===== src/rtl/fact8_twiddle_conj_pipe_if.sv =====
// Handshake bundle for the factor-8 trivial-twiddle stage.
// slave = the stage itself, master = the upstream/downstream side.
interface fact8_twiddle_conj_pipe_if #(
    parameter int DATA  = 10,
    parameter int ARRAY = 16
);
    logic                  in_valid;
    logic                  in_ready;
    logic                  in_sof;
    logic                  in_inv;
    logic [DATA*ARRAY-1:0] re;
    logic [DATA*ARRAY-1:0] im;
    logic                  out_valid;
    logic                  out_ready;
    logic                  out_sof;
    logic                  out_eof;
    logic [DATA*ARRAY-1:0] re_m;
    logic [DATA*ARRAY-1:0] im_m;
    logic                  frm_err;

    modport slave (
        input  in_valid, in_sof, in_inv, re, im, out_ready,
        output in_ready, out_valid, out_sof, out_eof,
        output re_m, im_m, frm_err
    );

    modport master (
        output in_valid, in_sof, in_inv, re, im, out_ready,
        input  in_ready, out_valid, out_sof, out_eof,
        input  re_m, im_m, frm_err
    );
endinterface


===== src/rtl/fact8_twiddle_conj_pipe.sv =====
// Registered factor-8 trivial twiddle (x-j forward, x+j inverse) with framing.
// FACT8_TWF_SATURATE_EN: negating the most negative sample saturates.
module fact8_twiddle_conj_pipe #(
    parameter int DATA  = 10,
    parameter int ARRAY = 16,
    parameter int BEATS = 4
) (
    input logic                       clk,
    input logic                       rstn,
    fact8_twiddle_conj_pipe_if.slave  bus
);
    localparam int W  = DATA * ARRAY;
    localparam int CW = (BEATS > 1) ? $clog2(BEATS) : 1;
    localparam logic [CW-1:0] LAST = CW'(BEATS - 1);

    localparam logic [0:0] IDLE = 1'b0;
    localparam logic [0:0] RUN  = 1'b1;

    logic [0:0]    state_q, state_d;
    logic [CW-1:0] cnt_q, cnt_d;
    logic          dir_q, dir_d;
    logic          out_valid_q, out_valid_d;
    logic          out_sof_q, out_sof_d;
    logic          out_eof_q, out_eof_d;
    logic          frm_err_q, frm_err_d;
    logic [W-1:0]  re_m_q, re_m_d;
    logic [W-1:0]  im_m_q, im_m_d;

    logic         in_fire;
    logic         out_fire;
    logic         is_run;
    logic         is_last;
    logic         dir_eff;
    logic [W-1:0] rot_re;
    logic [W-1:0] rot_im;

    function automatic logic [DATA-1:0] neg(input logic [DATA-1:0] x);
`ifdef FACT8_TWF_SATURATE_EN
        if (x == {1'b1, {(DATA-1){1'b0}}})
            neg = {1'b0, {(DATA-1){1'b1}}};
        else
            neg = -x;
`else
        neg = -x;
`endif
    endfunction

    assign bus.in_ready  = !out_valid_q || bus.out_ready;
    assign bus.out_valid = out_valid_q;
    assign bus.out_sof   = out_sof_q;
    assign bus.out_eof   = out_eof_q;
    assign bus.re_m      = re_m_q;
    assign bus.im_m      = im_m_q;
    assign bus.frm_err   = frm_err_q;

    assign in_fire  = bus.in_valid && bus.in_ready;
    assign out_fire = out_valid_q && bus.out_ready;
    assign is_run   = (state_q == RUN);
    assign is_last  = (cnt_q == LAST);

    // A sof beat always uses its own in_inv; stray beats in IDLE run forward.
    assign dir_eff = bus.in_sof ? bus.in_inv : (is_run && dir_q);

    always_comb begin
        rot_re = bus.re;
        rot_im = bus.im;
        for (int j = 0; j < ARRAY; j++) begin
            if ((j % 8) >= 6) begin
                if (dir_eff) begin
                    rot_re[j*DATA +: DATA] = neg(bus.im[j*DATA +: DATA]);
                    rot_im[j*DATA +: DATA] = bus.re[j*DATA +: DATA];
                end else begin
                    rot_re[j*DATA +: DATA] = bus.im[j*DATA +: DATA];
                    rot_im[j*DATA +: DATA] = neg(bus.re[j*DATA +: DATA]);
                end
            end
        end
    end

    always_comb begin
        state_d     = state_q;
        cnt_d       = cnt_q;
        dir_d       = dir_q;
        frm_err_d   = frm_err_q;
        out_valid_d = out_valid_q;
        out_sof_d   = out_sof_q;
        out_eof_d   = out_eof_q;
        re_m_d      = re_m_q;
        im_m_d      = im_m_q;
        if (in_fire) begin
            out_valid_d = 1'b1;
            out_sof_d   = 1'b0;
            out_eof_d   = 1'b0;
            re_m_d      = rot_re;
            im_m_d      = rot_im;
            unique case (1'b1)
                bus.in_sof: begin
                    if (is_run)
                        frm_err_d = 1'b1;
                    dir_d     = bus.in_inv;
                    out_sof_d = 1'b1;
                    cnt_d     = CW'(1);
                    state_d   = RUN;
                end
                !bus.in_sof && !is_run: begin
                    frm_err_d = 1'b1;
                end
                !bus.in_sof && is_run && is_last: begin
                    out_eof_d = 1'b1;
                    cnt_d     = '0;
                    state_d   = IDLE;
                end
                !bus.in_sof && is_run && !is_last: begin
                    cnt_d = cnt_q + CW'(1);
                end
            endcase
        end else if (out_fire) begin
            out_valid_d = 1'b0;
            out_sof_d   = 1'b0;
            out_eof_d   = 1'b0;
        end
    end

    always_ff @(posedge clk or negedge rstn) begin
        if (!rstn) begin
            state_q     <= IDLE;
            cnt_q       <= '0;
            dir_q       <= 1'b0;
            frm_err_q   <= 1'b0;
            out_valid_q <= 1'b0;
            out_sof_q   <= 1'b0;
            out_eof_q   <= 1'b0;
            re_m_q      <= '0;
            im_m_q      <= '0;
        end else begin
            state_q     <= state_d;
            cnt_q       <= cnt_d;
            dir_q       <= dir_d;
            frm_err_q   <= frm_err_d;
            out_valid_q <= out_valid_d;
            out_sof_q   <= out_sof_d;
            out_eof_q   <= out_eof_d;
            re_m_q      <= re_m_d;
            im_m_q      <= im_m_d;
        end
    end
endmodule


===== src/flat_wrapper.sv =====
// flat-port wrapper written by rule: the top's interface ports become plain ports
module fact8_twiddle_conj_pipe_flat 
#(
    parameter int DATA  = 10,
    parameter int ARRAY = 16,
    parameter int BEATS = 4
)
  (clk, rstn, bus_in_valid, bus_in_sof, bus_in_inv, bus_re, bus_im, bus_out_ready, bus_in_ready, bus_out_valid, bus_out_sof, bus_out_eof, bus_re_m, bus_im_m, bus_frm_err);
  fact8_twiddle_conj_pipe_if #(.DATA(DATA), .ARRAY(ARRAY)) bus_i ();
  input logic clk;
  input logic rstn;
  input wire logic [$bits(bus_i.in_valid)-1:0] bus_in_valid;
  input wire logic [$bits(bus_i.in_sof)-1:0] bus_in_sof;
  input wire logic [$bits(bus_i.in_inv)-1:0] bus_in_inv;
  input wire logic [$bits(bus_i.re)-1:0] bus_re;
  input wire logic [$bits(bus_i.im)-1:0] bus_im;
  input wire logic [$bits(bus_i.out_ready)-1:0] bus_out_ready;
  output wire logic [$bits(bus_i.in_ready)-1:0] bus_in_ready;
  output wire logic [$bits(bus_i.out_valid)-1:0] bus_out_valid;
  output wire logic [$bits(bus_i.out_sof)-1:0] bus_out_sof;
  output wire logic [$bits(bus_i.out_eof)-1:0] bus_out_eof;
  output wire logic [$bits(bus_i.re_m)-1:0] bus_re_m;
  output wire logic [$bits(bus_i.im_m)-1:0] bus_im_m;
  output wire logic [$bits(bus_i.frm_err)-1:0] bus_frm_err;
  assign bus_i.in_valid = bus_in_valid;
  assign bus_i.in_sof = bus_in_sof;
  assign bus_i.in_inv = bus_in_inv;
  assign bus_i.re = bus_re;
  assign bus_i.im = bus_im;
  assign bus_i.out_ready = bus_out_ready;
  assign bus_in_ready = bus_i.in_ready;
  assign bus_out_valid = bus_i.out_valid;
  assign bus_out_sof = bus_i.out_sof;
  assign bus_out_eof = bus_i.out_eof;
  assign bus_re_m = bus_i.re_m;
  assign bus_im_m = bus_i.im_m;
  assign bus_frm_err = bus_i.frm_err;
  fact8_twiddle_conj_pipe #(.DATA(DATA), .ARRAY(ARRAY), .BEATS(BEATS)) u_core (.clk(clk), .rstn(rstn), .bus(bus_i));
endmodule

===== config.mk =====
export PLATFORM = sky130hd
export DESIGN_NAME = fact8_twiddle_conj_pipe_flat
export DESIGN_NICKNAME = d
export VERILOG_FILES = /design/src/rtl/fact8_twiddle_conj_pipe_if.sv /design/src/rtl/fact8_twiddle_conj_pipe.sv /design/src/flat_wrapper.sv
export SDC_FILE = /design/constraint.sdc
export NUM_CORES = 1
export LEC_CHECK = 0
export CAP_MARGIN = 20
export CORE_AREA = 2 2 255 257
export DETAILED_ROUTE_END_ITERATION = 16
export DIE_AREA = 0 0 257 259
export PLACE_DENSITY = 0.54
export RECOVER_POWER = 50
export SLEW_MARGIN = 20
export SYNTH_ARGS = -nofsm -noshare
export SYNTH_HDL_FRONTEND = slang
export SYNTH_SLANG_ARGS = --single-unit

===== constraint.sdc =====
create_clock -name clk -period 1.5 [get_ports clk]
set_input_delay 0.375 -clock clk [delete_from_list [all_inputs] [get_ports clk]]
set_output_delay 0.375 -clock clk [all_outputs]
set_load 0.005 [all_outputs]

==> summary.log, run 1 <==
qor: clock_tree.cts_buffers 39
qor: synthesis.synthTopCellsByArea sky130_fd_sc_hd__dfrtp_1, sky130_fd_sc_hd__nand2_1, sky130_fd_sc_hd__o21ai_0, sky130_fd_sc_hd__xnor2_1, sky130_fd_sc_hd__buf_2
qor: synthesis.synthArstFlopShare 100%
qor: min_path.worstHoldPathCells 3
qor: clock_tree.path_clk_slew 60 ps
qor: synthesis.synth_commonest_cells sky130_fd_sc_hd__nand2_1, sky130_fd_sc_hd__dfrtp_1, sky130_fd_sc_hd__o21ai_0
qor: synthesis.synth-seq-cells 328
qor: synthesis.synth-edff-count 0
qor: min_path.min_to u_core.bus.im_m[70]
qor: synthesis.yosysSeqAreaShare 59.5%
qor: route.drtIter0Drc 750
qor: finish.final_core_utilization 36.8%
qor: min_path.worst_min_path_class input port to flop
qor: grt.first_global_vias 14200
qor: setup_path.reg2reg_depth 8
qor: grt.groute.usage.overall 16.3%
qor: min_path.worst_hold_startpoint bus_re[70]
qor: status.outcome finished with violations
qor: synthesis.synth_top_area_share 59.5%
qor: synthesis.yosys.cell_count.top_type sky130_fd_sc_hd__nand2_1
qor: setup_path.crit_type flop to flop
qor: setup_path.critical_path.endpoint_type flop
qor: floorplanning.core_area 63900 sq um
qor: finish.syn2layout_area_growth 70.6%
qor: placed_design.detailed_place_hpwl 42200 um
qor: clock_tree.clock_tree.htree_level_count 2
qor: route.via_per_inst 4.20
qor: grt.grt_pass1_wl 84700 um
qor: finish.finish.net_count 2755
qor: pwr.p_per_area 1170 nW/um^2
qor: synthesis.synth_cell_type_count 40
qor: grt.globalRoute.totalOverflow 0
qor: grt.grt_antenna_before_repair 4
qor: placed_design.io_buffer_count 650
qor: timing.rsz0062_at_grt true
qor: floorplanning.floorplan.io_pins 651
qor: floorplanning.die_y 259 um
qor: timing.finalCritPeriodShare 110%
qor: synthesis.synth.cell_area 13800 sq um
qor: synthesis.yosys.area.top_type sky130_fd_sc_hd__dfrtp_1
qor: finish.fillers 6449
qor: synthesis.syn_nets 1882
qor: route.routed_wl_per_cell 17.4 um
qor: timing.worst_pin_slew 757 ps
qor: timing.relSlewSlack 49.6%
qor: floorplanning.die_x 257 um
qor: finish.multi_input_comb_area 5280 sq um
qor: synthesis.ys.flop_type sky130_fd_sc_hd__dfrtp_1
qor: clock_tree.cts-root-buf sky130_fd_sc_hd__clkbuf_16
qor: route.routed-via-count 13900
qor: floorplanning.rows 93
qor: finish.final_layout_size_suffix_gt1_share 28.3%
qor: route.drtPass1Iterations 6
qor: route.detail_route.drc_violations 0
qor: floorplanning.fp.dieArea 66600 sq um
qor: clock_tree.tritoncts done
qor: timing.timing.final.max_slew_violations 0
qor: pwr.leakage 12.0 nW
qor: setup_path.critPathMaxFanout 9
qor: timing.fmaxAchievable 0.606 GHz
qor: clock_tree.cts_sinks 328
qor: status.violations negative setup slack
qor: timing.timing.clock.skew 17.2 ps
qor: finish.sequential_cell_area 8210 sq um
qor: setup_path.required 1910 ps
qor: run.max_cap_viol 0
qor: timing.hold_viol 0
qor: clock_tree.worst_skew_pair.late_latency 550 ps
qor: setup_path.regToRegEndpoint u_core.cnt_q[1]
qor: synthesis.syn-instance-count 1545
qor: synthesis.post_synth.cell_area_avg 8.92 sq um
qor: timing.final_setup_violations 224
qor: timing.timing.final.ws_setup -150 ps
qor: synthesis.yosysWarningCount 0
qor: placed_design.gp_routability_congestion 0.883
qor: setup_path.critical_path.reg2reg.startpoint u_core.bus.out_valid
qor: setup_path.worst_ep_arrival_time 2060 ps
qor: floorplanning.initial_core_utilization 21.6%
qor: clock_tree.clk_path_buf_depth 3
qor: setup_path.r2r_setup_slack -150 ps
qor: route.antenna_violating_nets_post_route 0
qor: route.routed_wl 57400 um
qor: pwr.ir_drop 0.725 mV
qor: placed_design.preCtsSetupSlack -665 ps
qor: setup_path.critical_path.startpoint_type flop
qor: grt.grt_max_degree 61
qor: timing.fin_crit 1650 ps
worst max-delay path, cell delays in order, from the launching register on:
cell and delay, ps:
sky130_fd_sc_hd__dfrtp_1 390, sky130_fd_sc_hd__nor2b_4 140, sky130_fd_sc_hd__inv_2 80, sky130_fd_sc_hd__buf_6 200
sky130_fd_sc_hd__nand2_8 100, sky130_fd_sc_hd__buf_4 170, sky130_fd_sc_hd__buf_4 130, sky130_fd_sc_hd__o21ai_0 200
sky130_fd_sc_hd__o41ai_2 110
per-stage QoR:
step	instance area, sq um	std cells	power (mW)	hold slack, ps	setup TNS (ps)
3_5_place_dp	22700	3140	18.7	291	-155780
2_1_floorplan	13800	1545	13.2	79.4	-3.30
5_1_grt	23500	3302	29.1	161	-22290
6_report	23500	3302	27.5	174	-7090
4_1_cts	23100	3277	27.7	291	-21510
3_3_place_gp	22700	3140	18.6	292	-142640
cell usage in the layout, fill, tap and decap left out, types with 21 or more instances in the layout:
master	instances
sky130_fd_sc_hd__dfrtp_1	326
sky130_fd_sc_hd__o211ai_1	21
sky130_fd_sc_hd__clkdlybuf4s50_1	320
sky130_fd_sc_hd__nand2_1	800
sky130_fd_sc_hd__o21ai_0	64
sky130_fd_sc_hd__xnor2_1	29
sky130_fd_sc_hd__buf_6	32
sky130_fd_sc_hd__buf_2	300
sky130_fd_sc_hd__buf_12	26
sky130_fd_sc_hd__buf_4	204
sky130_fd_sc_hd__clkbuf_16	47
flip-flops by register name, summed over array words and instances, names as in the netlist:
name and flops:
u_core.bus.im_m 160, u_core.bus.frm_err 1, u_core.bus.out_eof 1, u_core.is_run 1, u_core.bus.out_sof 1, u_core.bus.re_m 160
u_core.bus.out_valid 1, u_core.cnt_q 2, u_core.dir_q 1
where the power goes:
part	switching, mW	internal, mW	leakage (nW)
Clock	3.90	5.73	0.644
Sequential	0.799	10.2	4.00
Combinational	3.24	3.64	7.31
Total	7.94	19.6	12.0
routing by layer:
metal,GRT usage [%],routed length (um)
met1,18.9,22700
met2,28.4,28500
met3,4.98,4460
met4,5.44,1750
met5,0,13
worst max-delay path by stage:
stage / startpoint / endpoint / slack (ps)
2_1_floorplan: bus_re[60] / u_core.bus.im_m[68] / -3
3_3_place_gp: bus_im[140] / u_core.bus.re_m[149] / -640
3_5_place_dp: bus_re[71] / u_core.bus.im_m[76] / -660
4_1_cts: u_core.bus.out_valid / bus_in_ready / -160
5_1_grt: u_core.bus.out_valid / u_core.cnt_q[1] / -210
6_report: u_core.bus.out_valid / u_core.cnt_q[1] / -150
logic make-up (layout without fill, tap and decap cells):
group	Yosys count	in the layout	share of synthesized area (%)
AOI/OAI and AO/OA	136	136	6.03
xor gates and xnor gates	45	45	2.86
buffers and inverters	112	1008	3.65
other	0	3	0
and+or+nand+nor	906	909	26.4
adders and majority gates	11	11	0.998
muxes	7	7	0.526
DFF	328	328	59.5
timing repair:
action | 4_1_cts | 5_1_grt
gates cloned | 2 | 12
hold endpoints to repair | 13 | 0
setup buffers | 67 | 10
pin swaps | 0 | 3
hold buffers | 1 | 0
gates resized for setup | 1341 | 49
setup endpoints to repair | 566 | 412
final cells by class:
type / count / share of cell area, %
Clock inverter: 17 / 0.756
Sequential cell: 328 / 34.9
Inverter: 25 / 0.399
Timing Repair Buffer: 916 / 32.2
Multi-Input combinational cell: 1108 / 22.5
Antenna cell: 3 / 0.0319
Tap cell: 855 / 4.55
Clock buffer: 50 / 4.71
(Power assumes the default switching activity.)
==> inputs of run 2 (changes only) <==
Settings changed: REMOVE_ABC_BUFFERS set to 1.
==> run 2 against run 1 <==
Against the previous run:
- cell count is 2.7% higher
- die area is the same
- sequential cell count unchanged
- combinational power rose by 20%
- via count is 4.4% higher
- the run still ends with negative setup slack left
- power increased by 9.1%
- register-to-register slack hardly changed
- non-clock buffer count rose by 83
- wire length increased by 7.7%
==> summary.log, run 2 (synthesized netlist as in run 1, its figures left out) <==
qor: status.outcome finished with violations
qor: status.violations negative setup slack
qor: route.antenna_violating_nets_post_route 0
qor: grt.first_global_vias 14300
qor: floorplanning.fp.dieArea 66600 sq um
qor: grt.globalRoute.totalOverflow 0
qor: grt.grt_antenna_before_repair 8
qor: placed_design.preCtsSetupSlack -668 ps
qor: placed_design.io_buffer_count 650
qor: route.routed_wl 61800 um
qor: clock_tree.worst_skew_pair.late_latency 560 ps
qor: finish.most_frequent_cells_in_the_layout sky130_fd_sc_hd__nand2_1, sky130_fd_sc_hd__dfrtp_1, sky130_fd_sc_hd__clkdlybuf4s50_1
qor: timing.fin_crit 1640 ps
qor: clock_tree.path_clk_slew 60 ps
qor: timing.rsz0062_at_grt true
qor: pwr.report.power.total 30.0 mW
qor: setup_path.number_of_buffer_and_inverter_stages_on_the_critical_path 3
qor: floorplanning.floorplan.io_pins 651
qor: setup_path.critPathMaxFanout 2
qor: setup_path.path_common_cell sky130_fd_sc_hd__buf_6
qor: timing.timing.final.ws_setup -141 ps
qor: placed_design.detailed_place_hpwl 40700 um
qor: route.routed_wl_per_cell 18.2 um
qor: placed_design.gp_routability_congestion 0.881
qor: timing.final.setup.tns -7990 ps
qor: route.drtIter0Drc 714
qor: setup_path.critical_path.endpoint_type output port
qor: setup_path.crit_path_slowest_cell sky130_fd_sc_hd__dfrtp_1
qor: timing.finalCritPeriodShare 109%
qor: min_path.worst_min_path_class input port to flop
qor: timing.final_setup_violations 206
qor: clock_tree.clock_tree.htree_level_count 2
qor: route.detail_route.drc_violations 0
qor: floorplanning.rows 93
qor: setup_path.critical-path-top-delay-family flip-flops
qor: timing.relSlewSlack 25.2%
qor: timing.hold_viol 0
qor: clock_tree.cts_buffers 41
qor: timing.fmaxAchievable 0.609 GHz
qor: route.routed-via-count 14500
qor: floorplanning.initial_core_utilization 21.6%
qor: route.drtPass1Iterations 6
qor: finish.syn2layout_area_growth 91.3%
qor: setup_path.required 1120 ps
qor: pwr.leakage 13.4 nW
qor: pwr.ir_drop 0.730 mV
qor: setup_path.cell_by_cell_listing_of_the_critical_path buf_4, buf_6, buf_6
qor: finish.design_area 26400 sq um
qor: setup_path.crit_type flop to output port
qor: run.max_cap_viol 0
qor: placed_design.place_inst 3138
qor: floorplanning.core_area 63900 sq um
qor: timing.timing.clock.skew 19.5 ps
qor: setup_path.slowest_delay 380 ps
qor: clock_tree.tritoncts done
qor: finish.layout.cells.most_common sky130_fd_sc_hd__nand2_1
qor: timing.timing.final.max_slew_violations 0
qor: finish.final_layout_size_suffix_gt1_share 40.6%
qor: finish.count_of_placed_standard_cells_in_the_final_layout_fillers_left_out 3391
qor: grt.grt_max_degree 70
qor: placed_design.detailed_place.area 22600 sq um
qor: floorplanning.die_y 259 um
qor: setup_path.worst_ep_arrival_time 1270 ps
qor: setup_path.critical_path.startpoint_type flop
qor: clock_tree.cts_sinks 328
qor: clock_tree.cts-root-buf sky130_fd_sc_hd__clkbuf_16
qor: timing.final.hold.worst_slack 183 ps
qor: floorplanning.die_x 257 um
qor: finish.finish.net_count 2838
qor: grt.grt_pass1_wl 85400 um
qor: timing.worst_pin_slew 1120 ps
qor: finish.fillers 6187
qor: grt.groute.usage.overall 16.4%
qor: finish.final_core_utilization 41.3%
qor: clock_tree.clk_path_buf_depth 3
qor: route.via_per_inst 4.27
qor: pwr.p_per_area 1140 nW/um^2
## run 2: cell count changes in the layout (fill, tap and decap cells not counted), moves of 16 or more
cell                        previous run  this run
sky130_fd_sc_hd__buf_4               204       227
sky130_fd_sc_hd__buf_6                32        48
sky130_fd_sc_hd__clkbuf_16            47        70
sky130_fd_sc_hd__nand2_1             800       572
sky130_fd_sc_hd__nand2_2               2       160
sky130_fd_sc_hd__nand2_4               2        72
sky130_fd_sc_hd__o21ai_0              64        47
## run 2: cell type report
type / instances / area, sq um / area share (%)
Antenna cell: 4 / 10.0 / 0.0380
Inverter: 25 / 93.8 / 0.356
Timing Repair Buffer: 999 / 9280 / 35.2
Tap cell: 855 / 1070 / 4.06
Multi-Input combinational cell: 1106 / 6260 / 23.7
Clock buffer: 59 / 1190 / 4.50
Clock inverter: 15 / 264 / 1.00
Sequential cell: 328 / 8210 / 31.1
## run 2: worst min-delay path, stage by stage
cell                             delay, ps
sky130_fd_sc_hd__dlymetal6s2s_1        160
sky130_fd_sc_hd__nand2_1                80
sky130_fd_sc_hd__a31oi_1                80
## run 2: layer usage
| layer | vias up | wire [um] | GRT usage, % |
|---|---|---|---|
| met5 | - | 46 | 0 |
| met4 | 8 | 1950 | 6.41 |
| met3 | 105 | 4850 | 5.79 |
| met2 | 496 | 30300 | 27.9 |
| met1 | 6978 | 24700 | 18.8 |
| li1 | 6878 | - | - |
## run 2: worst paths after layout
| check | slack, ps | from | cells after the start | endpoint |
|---|---|---|---|---|
| min in group asynchronous | 590 | rstn | 2 | u_core.bus.im_m[65] |
| worst max-delay path | -140 | u_core.bus.out_valid | 3 | bus_out_valid |
| worst min-delay path | 180 | bus_re[71] | 3 | u_core.bus.im_m[71] |
| max in group asynchronous | -10 | rstn | 3 | u_core.bus.im_m[117] |
| worst max register to register | -140 | u_core.bus.out_valid | 7 | u_core.bus.im_m[147] |
| worst min register to register | 460 | u_core.bus.im_m[24] | 2 | u_core.bus.im_m[24] |
## run 2: power by group
| group | internal, mW | switching, mW | leakage [nW] | total, mW |
|---|---|---|---|---|
| combinational | 4.50 | 3.76 | 8.65 | 8.27 |
| clock | 6.71 | 4.01 | 0.706 | 10.7 |
| sequential | 10.2 | 0.831 | 4.01 | 11.0 |
## run 2: what timing repair did
item / CTS / global route
hold buffers: 1 / 0
endpoints found under the hold margin: 12 / 0
pin swaps: 6 / 280
gates cloned: 15 / 35
gates resized for setup: 1381 / 442
setup endpoints to repair: 465 / 400
buffers inserted: 73 / 58
==> inputs of run 3 (changes only) <==
Clock period 1.5 ns to 1.36 ns, I/O delays scaled along.
==> run 3 against run 2 <==
Against the previous run:
- the run still ends with negative setup slack left
- via count fell by 2.6%
- register-to-register slack got worse by 99 ps
- non-clock buffer count fell by 64
- wire length fell by 5.0%
- setup slack got worse by 110 ps
- die area did not move
- largest cell class unchanged
- highest routed layer unchanged
==> summary.log, run 3 (synthesized netlist as in run 1, its figures left out) <==
qor: pwr.leakage 12.5 nW
qor: timing.timing.final.max_slew_violations 0
qor: setup_path.regToRegEndpoint u_core.bus.im_m[147]
qor: placed_design.place_inst 3138
qor: grt.first_global_vias 14100
qor: floorplanning.floorplan.io_pins 651
qor: floorplanning.die_y 259 um
qor: route.detail_route.drc_violations 0
qor: setup_path.worst_ep_arrival_time 2040 ps
qor: placed_design.preCtsSetupSlack -794 ps
qor: setup_path.reg2reg_depth 7
qor: setup_path.required 1780 ps
qor: clock_tree.tritoncts done
qor: finish.layout.cells.most_common sky130_fd_sc_hd__nand2_1
qor: setup_path.critPathCapture u_core.bus.im_m[67]
qor: setup_path.critical_path.startpoint_type input port
qor: timing.relSlewSlack 26.1%
qor: setup_path.critPathMaxFanout 4
qor: grt.grt_pass1_wl 83700 um
qor: route.drtIter0Drc 707
qor: timing.fmaxAchievable 0.620 GHz
qor: floorplanning.core_area 63900 sq um
qor: timing.finalCritPeriodShare 119%
qor: finish.fillers 6346
qor: timing.rsz0062_at_grt true
qor: route.antenna_violating_nets_post_route 0
qor: clock_tree.worst_skew_pair.late_latency 540 ps
qor: placed_design.detailed_place.area 22600 sq um
qor: finish.count_of_placed_standard_cells_in_the_final_layout_fillers_left_out 3326
qor: route.via_per_inst 4.24
qor: timing.final.hold.worst_slack 104 ps
qor: clock_tree.path_clk_slew 60 ps
qor: floorplanning.initial_core_utilization 21.6%
qor: setup_path.r2r_setup_slack -240 ps
qor: grt.grt_antenna_before_repair 8
qor: min_path.worst_min_path_class input port to flop
qor: timing.hold_viol 0
qor: setup_path.crit_type input port to flop
qor: placed_design.detailed_place_hpwl 40600 um
qor: finish.final_layout_size_suffix_gt1_share 31.7%
qor: grt.grt_max_degree 51
qor: timing.worst_pin_slew 1110 ps
qor: placed_design.gp_routability_congestion 0.881
qor: pwr.p_per_area 1280 nW/um^2
qor: clock_tree.cts-root-buf sky130_fd_sc_hd__clkbuf_16
qor: route.drtPass1Iterations 5
qor: setup_path.critical_path.endpoint_type flop
qor: route.routed_wl 58700 um
qor: clock_tree.clk_path_buf_depth 3
qor: timing.timing.final.ws_setup -253 ps
qor: clock_tree.cts_sinks 328
qor: clock_tree.cts_buffers 40
qor: status.violations negative setup slack
qor: clock_tree.clock_tree.htree_level_count 2
qor: run.max_cap_viol 0
qor: finish.syn2layout_area_growth 78.7%
qor: grt.groute.usage.overall 16.0%
qor: finish.design_area 24600 sq um
qor: timing.final_setup_violations 828
qor: setup_path.critical_path.reg2reg.startpoint u_core.bus.out_valid
qor: finish.finish.net_count 2772
qor: floorplanning.die_x 257 um
qor: floorplanning.rows 93
qor: route.routed_wl_per_cell 17.7 um
qor: setup_path.startpoint bus_re[61]
qor: pwr.ir_drop 0.887 mV
qor: finish.most_frequent_cells_in_the_layout sky130_fd_sc_hd__nand2_1, sky130_fd_sc_hd__dfrtp_1, sky130_fd_sc_hd__clkdlybuf4s50_1
qor: timing.fin_crit 1610 ps
qor: route.routed-via-count 14100
qor: floorplanning.fp.dieArea 66600 sq um
qor: timing.timing.clock.skew 7.05 ps
qor: finish.final_core_utilization 38.6%
qor: status.outcome finished with violations
qor: grt.globalRoute.totalOverflow 0
qor: placed_design.io_buffer_count 650
run 3: cell types whose count changed in the layout (fill, tap and decap cells not counted), sizes merged:
cell          previous run  this run
dlymetal6s2s             6         2
nand2                  805       804
clkbuf                  90        82
dlygate4sd2              2         6
inv                     26        27
buf                    640       585
clkinv                   6         7
bufinv                   7         3
diode                    4         5
run 3: layout make-up:
type	instances	area [sq um]	share of cell area, %
inverters	25	93.8	0.381
clock buffers	60	1180	4.78
diodes	5	12.5	0.0508
well taps	855	1070	4.34
clock inverters	13	154	0.625
flip-flops and latches	328	8210	33.3
multi-input cells	1105	5500	22.3
repair buffers	935	8410	34.1
run 3: worst min-delay path by stage:
stage / cells past startpoint / slack (ps) / endpoint / startpoint
detailed placement: 1 / 260 / u_core.bus.im_m[69] / rstn
global route: 3 / 100 / u_core.bus.im_m[70] / bus_re[70]
finish: 3 / 100 / u_core.bus.im_m[70] / bus_re[70]
global placement: 1 / 260 / u_core.bus.im_m[63] / rstn
CTS: 3 / 230 / u_core.bus.im_m[150] / bus_re[150]
floorplan: 0 / 40 / u_core.bus.frm_err / rstn
run 3: timing repair:
item,4_1_cts,5_1_grt
gates resized for setup,1395,141
setup buffers,69,9
endpoints found under the hold margin,63,0
pin swaps,20,75
hold buffers,1,0
gates cloned,8,26
endpoints found under the setup margin,640,650
run 3: per-stage QoR:
stage | power (mW) | TNS, ps
finish | 31.5 | -68580
global placement | 20.4 | -164040
CTS | 31.2 | -62800
detailed placement | 20.5 | -180070
global route | 33.2 | -150200
floorplan | 14.7 | -2266630
run 3: layer usage:
layer,global-route usage [%],share of wire [%]
met5,0,0.087
met4,5.98,3.7
met3,5.71,8.2
met2,27.6,49
met1,18.2,39
run 3: worst max-delay path, stage by stage:
cell and delay [ps]:
sky130_fd_sc_hd__clkdlybuf4s50_1 450, sky130_fd_sc_hd__or4_1 600, sky130_fd_sc_hd__nor4_1 370, sky130_fd_sc_hd__or4_4 210, sky130_fd_sc_hd__nand3_2 60
run 3: report_power, final:
group	internal, mW	switching, mW	total, mW	leakage, nW
Sequential	11.2	0.894	12.1	4.01
Combinational	4.59	3.82	8.41	7.82
Clock	6.56	4.34	10.9	0.655
Total	22.4	9.06	31.5	12.5
